`src/rtl/prio_enc_pkg.sv`:
```
// Shared constants, FSM state type and index decode for the 8-to-3
// handshaked priority encoder.
package prio_enc_pkg;

  localparam int unsigned N_IN  = 8;
  localparam int unsigned IDX_W = 3;

  typedef enum logic {
    IDLE = 1'b0,
    HOLD = 1'b1
  } state_t;

  // Same mapping as decoder_3x8: index -> one-hot vector.
  function automatic logic [N_IN-1:0] onehot(input logic [IDX_W-1:0] idx);
    logic [N_IN-1:0] v;
    v      = '0;
    v[idx] = 1'b1;
    return v;
  endfunction

endpackage

```
`src/rtl/prio_enc_8x3.sv`:
```
// Combinational 8-to-3 fixed-priority encoder; HIGH_WINS selects which end
// of the vector has priority.
module prio_enc_8x3
  import prio_enc_pkg::*;
#(
  parameter int unsigned HIGH_WINS = 1
) (
  input  logic [N_IN-1:0]  in,
  output logic [IDX_W-1:0] out,
  output logic             any
);

  // Scan towards the priority end so the last hit is the winner.
  always_comb begin
    out = '0;
    any = |in;
    for (int unsigned i = 0; i < N_IN; i++) begin
      if (HIGH_WINS != 0) begin
        if (in[i]) out = IDX_W'(i);
      end else begin
        if (in[N_IN-1-i]) out = IDX_W'(N_IN-1-i);
      end
    end
  end

endmodule

```
`src/rtl/prio_encoder_8x3_hs.sv`:
```
// Sticky request capture, fixed-priority selection and valid/ready delivery
// of a 3-bit index, with a saturating count of requests lost to pending bits.
module prio_encoder_8x3_hs
  import prio_enc_pkg::*;
#(
  parameter int unsigned HIGH_WINS = 1,
  parameter int unsigned DROP_W    = 8
) (
  input  logic              clk,
  input  logic              rst_n,
  input  logic              en,
  input  logic [N_IN-1:0]   req,
  output logic [IDX_W-1:0]  out_idx,
  output logic              out_valid,
  input  logic              out_ready,
  output logic [N_IN-1:0]   pending,
  output logic [DROP_W-1:0] drop_cnt
);

  state_t             state, state_next;
  logic [IDX_W-1:0]   idx_next;
  logic [N_IN-1:0]    req_new, clr, pending_next;
  logic [IDX_W-1:0]   sel_idx;
  logic               sel_any;
  logic               acc;
  logic [3:0]         drops;
  logic [DROP_W:0]    drop_sum;
  logic [DROP_W-1:0]  drop_next;

  prio_enc_8x3 #(.HIGH_WINS(HIGH_WINS)) u_enc (
    .in  (pending),
    .out (sel_idx),
    .any (sel_any)
  );

  assign out_valid    = (state == HOLD);
  assign acc          = out_valid && out_ready;
  assign req_new      = en ? req : '0;
  assign clr          = acc ? onehot(out_idx) : '0;
  assign pending_next = (pending & ~clr) | req_new;

  // A clear and a fresh set of the same bit is a new event, not a drop.
  always_comb begin
    drops = '0;
    for (int unsigned i = 0; i < N_IN; i++) begin
      if (req_new[i] && pending[i] && !clr[i]) drops = drops + 4'd1;
    end
    drop_sum  = {1'b0, drop_cnt} + (DROP_W+1)'(drops);
    drop_next = drop_sum[DROP_W] ? '1 : drop_sum[DROP_W-1:0];
  end

  always_comb begin
    state_next = state;
    idx_next   = out_idx;
    unique case (state)
      IDLE: begin
        if (en && sel_any) begin
          idx_next   = sel_idx;
          state_next = HOLD;
        end
      end
      HOLD: begin
        if (out_ready) state_next = IDLE;
      end
      default: state_next = IDLE;
    endcase
  end

  always_ff @(posedge clk or negedge rst_n) begin
    if (!rst_n) begin
      state    <= IDLE;
      out_idx  <= '0;
      pending  <= '0;
      drop_cnt <= '0;
    end else begin
      state    <= state_next;
      out_idx  <= idx_next;
      pending  <= pending_next;
      drop_cnt <= drop_next;
    end
  end

endmodule
```
`config.mk`:
```
export PLATFORM = sky130hd
export DESIGN_NAME = prio_encoder_8x3_hs
export DESIGN_NICKNAME = d
export VERILOG_FILES = /design/src/rtl/prio_enc_pkg.sv /design/src/rtl/prio_enc_8x3.sv /design/src/rtl/prio_encoder_8x3_hs.sv
export SDC_FILE = /design/constraint.sdc
export NUM_CORES = 1
export LEC_CHECK = 0
export BUFFER_PORTS_ARGS = -buffer_cell sky130_fd_sc_hd__buf_2
export CAP_MARGIN = 20
export CELL_PAD_IN_SITES_DETAIL_PLACEMENT = 0
export CELL_PAD_IN_SITES_GLOBAL_PLACEMENT = 1
export CORE_MARGIN = 1
export CORE_UTILIZATION = 33
export DETAILED_ROUTE_END_ITERATION = 16
export PLACE_DENSITY = 0.62
export SLEW_MARGIN = 20
export SYNTH_ARGS = -nofsm -noshare
export SYNTH_HDL_FRONTEND = slang
export SYNTH_SLANG_ARGS = --single-unit
```
`constraint.sdc`:
```
create_clock -name clk -period 12.7 [get_ports clk]
set_input_delay 1.27 -clock clk [delete_from_list [all_inputs] [get_ports clk]]
set_output_delay 1.27 -clock clk [all_outputs]
set_load 0.01 [all_outputs]
```
# Word level (Yosys, flattened, before mapping)
# Cells that the tools add are included.
[totals]
reg_bits = 20
inputBits = 12
output_inout_bits = 20
wordCells = 70
[op_classes]
add_sub_neg = 8
order_cmp = 2
mux = 23
n_bitwise = 4
n_reduce_logical = 29
[op_table]
columns = ["cell", "count"]
rows = [
  ["4-bit by 1-bit adder with 4-bit output (second input constant)", 7],
  ["4-bit 2-to-1 mux", 7],
  ["8-bit 2-to-1 mux", 3],
  ["1-bit logical AND", 19],
  ["3-bit 2-to-1 mux", 4],
  ["8-bit by 4-bit adder with 9-bit output", 1],
  ["8-bit AND", 1],
  ["1-bit logical NOT", 8],
  ["8-bit NOT", 1],
  ["8-bit OR", 1],
  ["8-bit OR reduction", 1],
  ["1-bit 2-to-1 mux", 5],
  ["3-bit by 4-bit < comparator with 1-bit output (second input constant)", 1],
  ["2-bit 2-to-1 mux", 2],
  ["1-bit demux with 3-bit select", 1],
  ["3-bit by 1-bit greater-or-equal comparator with 1-bit output (second input constant)", 1],
  ["1-bit one-hot mux with 2 select lines", 1],
  ["2-bit AND reduction", 1],
  ["1-bit NOT", 1],
]

# Depth between registers and ports, before layout
# Gate-level depths: netlist of the first run.
[depth]
depth_word = 24
mapped_depth = 29
ltp_nobuf = 28

# Hierarchy
# Synthesis of the first run repeated with hierarchy kept, for this count alone.
[hier_totals]
cells_unflattened = 185
hier_area_um2 = 1660.3
[by_module_without_submodules]
columns = ["module", "n_inst", "cells_each", "area_each_um2", "seq_area_each_um2"]
rows = [
  ["prio_encoder_8x3_hs", 1, 173, 1594.0, 500.5],
  ["prio_enc_8x3", 1, 12, 66.3, 0.0],
]

# Worst setup path before layout of the first run
# OpenSTA, ideal clock, no wires.
[synth_path]
kind = "input-to-reg"
start = "input port en"
end = "register drop_cnt[6]"
setup_ns = 0.124
arrival_ns = 6.145
required_time_ns = 12.576
setup_slack_ns = 6.430
cell_stages = 29
n_path_buf = 2
cell_sequence = "clkbuf_1 nand2_1 or2_2 inv_1 ha_1 buf_2 xnor2_1 inv_1 ha_1 xnor3_1 or2_0 o211ai_1 o21ai_0 ha_1 xor2_1 xnor3_1 nor3_2 nor2_1 ha_1 nand2_1 o31ai_2 inv_1 fa_1 nor2b_1 o21ai_0 nand2b_1 nand3_1 nor3_1 a21oi_1"
[synth_between]
elab_chain_cells = 20
word_cells_on_any_way = 34
classes_between = "add/sub: 8; mux: 10; reduce/logical: 16"
[synth_rtl]
columns = ["item", "line", "source"]
rows = [
  ["start: declaration", "prio_encoder_8x3_hs.sv:11", "input logic en,"],
  ["8-bit 2-to-1 mux (*)", "prio_encoder_8x3_hs.sv:38", "assign req_new = en ? req : '0;"],
  ["1-bit logical AND (2 in series)", "prio_encoder_8x3_hs.sv:46", "if (req_new[i] && pending[i] && !clr[i]) drops = drops + 4'd1;"],
  ["1-bit 2-to-1 mux", "prio_encoder_8x3_hs.sv:46", ""],
  ["4-bit by 1-bit adder with 4-bit output", "prio_encoder_8x3_hs.sv:46", ""],
  ["4-bit 2-to-1 mux", "prio_encoder_8x3_hs.sv:46", ""],
  ["4-bit by 1-bit adder with 4-bit output", "prio_encoder_8x3_hs.sv:46", ""],
  ["4-bit 2-to-1 mux", "prio_encoder_8x3_hs.sv:46", ""],
  ["4-bit by 1-bit adder with 4-bit output", "prio_encoder_8x3_hs.sv:46", ""],
  ["(+4 left out)", "n/a", ""],
  ["4-bit 2-to-1 mux", "prio_encoder_8x3_hs.sv:46", ""],
  ["4-bit by 1-bit adder with 4-bit output", "prio_encoder_8x3_hs.sv:46", ""],
  ["4-bit 2-to-1 mux", "prio_encoder_8x3_hs.sv:46", ""],
  ["4-bit by 1-bit adder with 4-bit output", "prio_encoder_8x3_hs.sv:46", ""],
  ["4-bit 2-to-1 mux (*)", "prio_encoder_8x3_hs.sv:46", ""],
  ["8-bit by 4-bit adder with 9-bit output (*)", "prio_encoder_8x3_hs.sv:48", "drop_sum = {1'b0, drop_cnt} + (DROP_W+1)'(drops);"],
  ["8-bit 2-to-1 mux (*)", "prio_encoder_8x3_hs.sv:49", "drop_next = drop_sum[DROP_W] ? '1 : drop_sum[DROP_W-1:0];"],
  ["named net drop_next[6]", "prio_encoder_8x3_hs.sv:28", "logic [DROP_W-1:0] drop_next;"],
  ["end signal: assignment", "prio_encoder_8x3_hs.sv:79", "drop_cnt <= drop_next;"],
  ["end: declaration", "prio_encoder_8x3_hs.sv:17", "output logic [DROP_W-1:0] drop_cnt"],
]
# The timed path passes the listed nets; every way through them passes the cells marked *.
# A chain may end at the register's enable or synchronous reset.

# Worst setup path in the final report of the first run
[layout_path]
start = "input port out_ready"
end = "register drop_cnt[3]"
[layout_between]
elab_chain_cells = 21
word_cells_on_any_way = 35
classes_between = "add/sub: 8; mux: 10; reduce/logical: 17"
[layout_rtl]
columns = ["item", "line", "source"]
rows = [
  ["start: declaration", "prio_encoder_8x3_hs.sv:15", "input logic out_ready,"],
  ["1-bit logical AND (*)", "prio_encoder_8x3_hs.sv:37", "assign acc = out_valid && out_ready;"],
  ["8-bit 2-to-1 mux (*)", "prio_encoder_8x3_hs.sv:39", "assign clr = acc ? onehot(out_idx) : '0;"],
  ["1-bit logical NOT", "prio_encoder_8x3_hs.sv:46", ""],
  ["1-bit logical AND", "prio_encoder_8x3_hs.sv:46", ""],
  ["1-bit 2-to-1 mux", "prio_encoder_8x3_hs.sv:46", ""],
  ["4-bit by 1-bit adder with 4-bit output", "prio_encoder_8x3_hs.sv:46", ""],
  ["4-bit 2-to-1 mux", "prio_encoder_8x3_hs.sv:46", ""],
  ["4-bit by 1-bit adder with 4-bit output", "prio_encoder_8x3_hs.sv:46", ""],
  ["(+6 left out)", "n/a", ""],
  ["4-bit 2-to-1 mux", "prio_encoder_8x3_hs.sv:46", ""],
  ["4-bit by 1-bit adder with 4-bit output", "prio_encoder_8x3_hs.sv:46", ""],
  ["4-bit 2-to-1 mux", "prio_encoder_8x3_hs.sv:46", ""],
  ["4-bit by 1-bit adder with 4-bit output", "prio_encoder_8x3_hs.sv:46", ""],
  ["4-bit 2-to-1 mux (*)", "prio_encoder_8x3_hs.sv:46", ""],
  ["8-bit by 4-bit adder with 9-bit output (*)", "prio_encoder_8x3_hs.sv:48", ""],
  ["8-bit 2-to-1 mux (*)", "prio_encoder_8x3_hs.sv:49", ""],
  ["named net drop_next[3]", "prio_encoder_8x3_hs.sv:28", ""],
]
# Marked as above.

==> results of run 1 <==
-- worst max-delay path: stages --
cell	delay [ns]
buf_2	0.14
nand3_2	0.14
o31ai_1	0.25
or2_2	0.19
inv_1	0.06
ha_1	0.45
xnor2_1	0.31
inv_1	0.07
ha_1	0.35
xnor3_1	0.33
or2_0	0.20
o211ai_1	0.12
o21ai_0	0.12
ha_1	0.32
xor2_1	0.17
xnor3_1	0.25
nor3_2	0.21
nor2_1	0.09
ha_1	0.20
nand2_1	0.07
xor2_1	0.18
xnor2_1	0.15
ha_1	0.28
nor2b_1	0.14
o21ai_0	0.16
nand2b_1	0.14
nand3_1	0.22
o21ai_0	0.12
-- per-layer routing --
layer	global-route usage [%]	part of all wire [%]	vias up
met4	1.15	0	0
met2	27.4	47	27
met1	21.9	49	718
li1	-	-	811
met3	2.86	3.2	0
met5	0	0	-
-- kinds of logic after synthesis --
family | Yosys count
simple gates | 84
mux | 2
fa+ha+maj | 13
buf+inv | 19
flops | 20
xor+xnor | 20
compound gates | 54
-- worst min-delay path by stage --
stage                            end  cells after the start
2_1_floorplan   pending[0]$_DFF_PN0_                      2
3_3_place_gp   drop_cnt[5]$_DFF_PN0_                      2
3_5_place_dp   drop_cnt[5]$_DFF_PN0_                      2
4_1_cts        drop_cnt[5]$_DFF_PN0_                      2
5_1_grt        drop_cnt[5]$_DFF_PN0_                      2
6_report       drop_cnt[5]$_DFF_PN0_                      2
-- flip-flops by register name, indices dropped and copies added, names as in the netlist --
signal	count
drop_cnt	8
out_idx	3
out_valid	1
pending	8
-- power by group through the flow --
| stage | clock network (mW) | registers [mW] | logic [mW] |
|---|---|---|---|
| 6_report | 0.0641 | 0.0984 | 0.150 |
| 4_1_cts | 0.0651 | 0.0988 | 0.154 |
| 2_1_floorplan | 0 | 0.105 | 0.103 |
| 3_5_place_dp | 0 | 0.0998 | 0.153 |
| 3_3_place_gp | 0 | 0.100 | 0.152 |
| 5_1_grt | 0.0681 | 0.102 | 0.171 |
-- layout make-up --
type	count	share of cell area [%]
repair buffers	31	7.25
inverters	16	2.81
clock inverters	1	1.40
clock buffers	3	1.93
well taps	70	4.09
flip-flops and latches	20	23.4
multi-input cells	173	59.1
-- cell usage in the layout (no fill, tap or decap), types with 2 or more instances in the layout --
cell type	netlist	layout
xnor2_1	10	10
o211ai_1	4	4
xor2_1	6	6
nor3_1	5	5
buf_2	2	31
a21oi_2	4	4
nand2_1	27	27
clkbuf_8	0	3
a21oi_1	10	10
a22o_1	2	2
ha_1	12	12
nor4_1	2	2
nor2_1	17	17
nor3_2	2	2
dfrtp_1	20	20
xnor3_1	3	3
o211ai_2	2	2
o21ai_0	11	11
o31ai_1	3	3
and3_1	2	2
nor2b_1	5	5
nand2b_1	5	5
inv_1	16	16
nand3_1	8	8
and2_1	2	2
a21o_1	4	4
==> metrics.md, run 1 <==
| Metric | Value |
|---|---|
| Status | finished, final reports clean |
| Final Max Tran Viols | 0 |
| IO Count | 32 |
| Worst Skew | 0.00171 ns |
| Clock Power Share | 20.5% |
| CTS buffer count | 3 |
| Peak VDD IR | 0.0639 mV |
| Hold WS | 0.566 ns |
| Syn Nets | 237 |
| Initial Util | 35.1% |
| Fraction of registers with async set/reset | 100% |
| CP Data Required Time | 12.84 ns |
| Post-Route WL | 4.35 mm |
| Worst path arrival time | 6.71 ns |
| Via density | 4.96 |
| Clk slew on worst S/H paths | 0.08 ns |
| GPL Wtd Cong | 0.815 |
| Hold Fails Final Rpt | 0 |
| Initial antenna violation count | 0 |
| Critical Path End | drop_cnt[3]$_DFF_PN0_ |
| Post-CTS Hold Fix Bufs | 0 |
| Clock Path Buffers | 2 |
| Adder-cell area share of the yosys netlist | 9.25% |
| N_diodes | 0 |
| Layout cells sized above 1 | 22.5% |
| Core Rows | 26 |
| Count leader, synth | nand2_1 |
| Xor-xnor portion of the synthesized cell area | 12.2% |
| Flop pwr share | 31.4% |
| Final setup vio count | 0 |
| Area of the multi-input gates | 0.00126 mm^2 |
| Post-DP HPWL | 3.54 mm |
| Register area | 500 um^2 |
| Post-synth EDFFs | 0 |
| Max cap viols | 0 |
| Drt wl/cell | 13.8 um |
| Pre-Repair DR Iteration Count | 4 |
| CTS Sinks | 20 |
| Logic pwr share | 48.1% |
| Max Clock Freq | 152 MHz |
| Yosys top cell area share | 27.2% |
| Die H | 76.7 um |
| Internal power | 0.192 mW |
| Top post-synthesis cells by area | dfrtp_1 27%, ha_1 8.2%, nand2_1 5.5%, xnor2_1 4.8%, xnor3_1 3.7% |
| Leakage Power | 0.941 nW |
| P per Cell Area | 146 mW/mm^2 |
| Final Cell Area | 0.00214 mm^2 |
| Max transition margin | 38.5% |
| Htree depth | 1 |
| Worst slew pin tran | 0.922 ns |
| Core box area | 0.00524 mm^2 |
| RSZ-0062 raised after global routing | no |
| Setup TNS | 0 ns |
| DP Cell Count | 310 |
| Number of distinct library cells after synthesis | 53 |
| Clock latency on the worst-skew pair | 0.26 ns |
| DR iter-0 viols | 39 |
| CP startpoint kind | input pin |
| Final cell count without fillers | 314 |
| Commonest cells in the netlist | 27 x nand2_1, 20 x dfrtp_1, 17 x nor2_1 |
| Min-Delay Path Class | flop to flop |
| Die Width | 76.7 um |
| # fillers | 550 |
| Setup crit end kind | flop |
| R2R cell count | 27 |
| Die Area | 0.00588 mm^2 |
| Synth Cell Area | 0.00184 mm^2 |
| Ys Warns | 0 |
| Hold Crit Start | drop_cnt[5]$_DFF_PN0_ |
| First-pass GRT wire length | 7.58 mm |
| Place WS | 5.81 ns |
| DRC | 0 |
| CTS resizes | 0 |
| Area growth, synth to finish | 16.3% |
| Post-synth top area cell | dfrtp_1 |
| Total GRT Usage | 16.0% |
| DR vias | 1556 |
| CP startpoint | out_ready |
| Setup bufs post-CTS | 0 |
| Tot Pwr | 0.313 mW |
| Mux contribution to synthesized area | 1.77% |
| Remaining global-route overflow | 0 |
| Seq/Total Area, Yosys | 27.2% |
| Synth Area in Simple Gates | 23.9% |
| Post-DP Area | 0.00207 mm^2 |
| RR Startpoint | out_valid$_DFF_PN0_ |
| ANT nets after route | 0 |
| Fin worst setup slack | 6.12 ns |
| Crit path time final | 6.58 ns |
| Vias in the first global route | 1561 |
| Worst reg-to-reg setup slack | 6.75 ns |
| Nets | 270 |
| Largest family of logic cells by synthesized area | simple AND/OR/NAND/NOR gates |
| Clock root buffer master | clkbuf_8 |
| Capture point of the worst reg-to-reg path | drop_cnt[3]$_DFF_PN0_ |
| Synth Area in Compound Gates | 21.7% |
| Mapped Cells | 212 |
| Mean post-synth cell area | 8.68 um^2 |
| Crit-path max FO | 10 |
| Top_reg_cell synth | dfrtp_1 |
| P_sw | 0.121 mW |
| Period utilization | 51.8% |
| Critical path type | input pin to flop |
| Port buffer count | 31 |
| Switching part of the total | 38.6% |
| Flops & latches, synth | 20 |
| CTS tree | built |
| Post-layout util | 40.9% |
| Largest net degree at the start of global routing | 21 |
Power figures use the tool's default switching activity.
==> run 2, diff against run 1 <==
PLACE_DENSITY = 0.65   (was 0.62)
clock period = 5.3 ns   (was 12.7 ns; I/O delays follow)
==> run 2 against run 1 <==
Hold slack worse by 0.36 ns. Non-clock buffer count up 31. Die area unchanged. First-iteration DRC count up 97%. Sequential cell count unchanged. Combinational power rose to 3.2 times the previous value. Core utilization up 7.5 points. Critical endpoint is now drop_cnt[4]$_DFF_PN0_.
==> metrics.md, run 2 (synthesized netlist as in run 1, its figures left out) <==
| Metric | Value |
|---|---|
| Drt wl/cell | 13.4 um (-2.9%) |
| Setup crit end kind | flop |
| Worst Skew | 0.00385 ns (+0.00214 ns) |
| Area growth, synth to finish | 37.7% |
| DP Cell Count | 335 (+8.1%) |
| Final setup vio count | 0 (unchanged) |
| Post-Route WL | 4.64 mm (+6.7%) |
| # fillers | 520 (-5.5%) |
| Status | finished, final reports clean |
| Pre-Repair DR Iteration Count | 4 (unchanged) |
| Initial antenna violation count | 0 (unchanged) |
| RSZ-0062 raised after global routing | yes |
| Core Rows | 26 (unchanged) |
| CP startpoint kind | flop |
| Worst path arrival time | 5.37 ns (-1.34 ns) |
| CP Data Required Time | 5.46 ns (-7.38 ns) |
| CTS tree | built |
| Clock root buffer master | clkbuf_8 |
| Max stage delay on crit path | 0.45 ns (about the same) |
| Hold Fails Final Rpt | 0 (unchanged) |
| Largest net degree at the start of global routing | 21 (unchanged) |
| CTS Sinks | 20 (unchanged) |
| Crit path time final | 5.21 ns |
| ANT nets after route | 0 (unchanged) |
| Vias in the first global route | 1573 (+0.77%) |
| CP max-delay cell | dfrtp_2 |
| Layout cells sized above 1 | 41.5% (+19 points) |
| Setup TNS | 0 ns (unchanged) |
| CTS buffer count | 3 (unchanged) |
| Period utilization | 98.3% |
| N_diodes | 0 (unchanged) |
| Min-Delay Path Class | input pin to asynchronous set/reset pin |
| Most frequent cells in the layout | 31 x buf_2, 30 x buf_4, 25 x nand2_1 |
| DRC | 0 (unchanged) |
| First-pass GRT wire length | 7.64 mm (+0.82%) |
| Clk slew on worst S/H paths | 0.08 ns (about the same) |
| Remaining global-route overflow | 0 (unchanged) |
| Biggest regs | drop_cnt: 8 flops, pending: 8 flops, out_idx: 3 flops |
| Nets | 301 (+11%) |
| Initial Util | 35.1% (unchanged) |
| Max cap viols | 0 (unchanged) |
| Critical path type | flop to flop |
| Leakage Power | 1.11 nW (+18%) |
| Die Width | 76.7 um (unchanged) |
| Core box area | 0.00524 mm^2 (unchanged) |
| CP Buf/Inv Count | 2 (-1) |
| Clock latency on the worst-skew pair | 0.26 ns (about the same) |
| DR vias | 1735 (+12%) |
| Crit-path max FO | 5 (-5) |
| Max Clock Freq | 192 MHz |
| Htree depth | 1 (unchanged) |
| Port buffer count | 31 (unchanged) |
| GPL Wtd Cong | 0.766 (-6.0%) |
| P per Cell Area | 329 mW/mm^2 (+120%) |
| Total GRT Usage | 16.4% (+0.40 points) |
| Die H | 76.7 um (unchanged) |
| DR iter-0 viols | 77 (+97%) |
| Final Max Tran Viols | 0 (unchanged) |
| IO Count | 32 (unchanged) |
| Post-DP HPWL | 3.70 mm (+4.4%) |
| Commonest non-fill, non-tap cell in the layout | buf_2 |
| Cell family with most CP delay | adder cells |
| Via density | 5.03 (+1.5%) |
| Peak VDD IR | 0.178 mV (+180%) |
| Max transition margin | 41.6% (+3.1 points) |
| Clock Path Buffers | 2 (unchanged) |
| Die Area | 0.00588 mm^2 (unchanged) |
| Final cell count without fillers | 345 (+9.9%) |
| Worst slew pin tran | 0.869 ns (-0.0528 ns) |
run 2: cell types whose count changed in the layout (fill, tap and decap cells not counted), moves of 3 or more:
cell and delta:
buf_4 +30, dfrtp_1 -3, dfrtp_2 +3, o21ai_0 -6, ha_1 -5, o21ai_1 +4
o31ai_4 +3, ha_4 +3
run 2: final cells by class:
| type | count | area, um^2 | area share [%] |
|---|---|---|---|
| Multi-Input combinational cell | 173 | 1430 | 56.6 |
| Sequential cell | 20 | 504 | 19.9 |
| Timing Repair Buffer | 62 | 392 | 15.5 |
| Tap cell | 70 | 87.6 | 3.46 |
| Inverter | 16 | 60.1 | 2.37 |
| Clock buffer | 4 | 55.1 | 2.17 |
run 2: stage by stage:
step | total power, mW | utilization, % | instance area [um^2] | hold slack [ns] | setup slack, ns
final | 0.833 | 48.4 | 2530 | 0.203 | 0.0895
after global routing | 0.904 | 48.4 | 2530 | 0.246 | -0.190
after CTS | 0.760 | 45.2 | 2370 | 0.227 | 0.0171
after detailed placement | 0.633 | 43.5 | 2280 | 0.511 | -0.434
after global placement | 0.625 | 43.5 | 2280 | 0.513 | -0.328
after floorplan | 0.502 | - | 1870 | 0.234 | 0.00491
run 2: repair_timing:
action	4_1_cts	5_1_grt
endpoints found under the setup margin	8	8
resized for setup	9	32
pin swaps	2	23
setup buffers	0	6
hold buffers	0	0
run 2: power by group:
| part | switching (mW) | internal, mW |
|---|---|---|
| combinational | 0.238 | 0.235 |
| sequential | 0.0460 | 0.196 |
| clock | 0.0517 | 0.0662 |
run 2: worst paths after layout:
kind	depth (start not counted)	end	slack, ns	from
setup / recovery	27	drop_cnt[4]$_DFF_PN0_	0.09	out_idx[0]$_DFFE_PN0P_
hold / removal	1	drop_cnt[6]$_DFF_PN0_	0.20	rst_n
setup reg to reg	27	drop_cnt[4]$_DFF_PN0_	0.09	out_idx[0]$_DFFE_PN0P_
hold reg to reg	2	pending[1]$_DFF_PN0_	0.57	pending[1]$_DFF_PN0_
max in group asynchronous	1	out_idx[2]$_DFFE_PN0P_	4.76	rst_n
min in group clk	3	pending[1]$_DFF_PN0_	0.49	req[1]
run 2: routing by layer:
metal	global-route usage, %	wire [um]	vias to the layer above
li1	-	-	874
met1	21.5	2190	829
met2	28.5	2300	28
met3	3.33	127	4
met4	2.31	19	0
met5	0	0	-
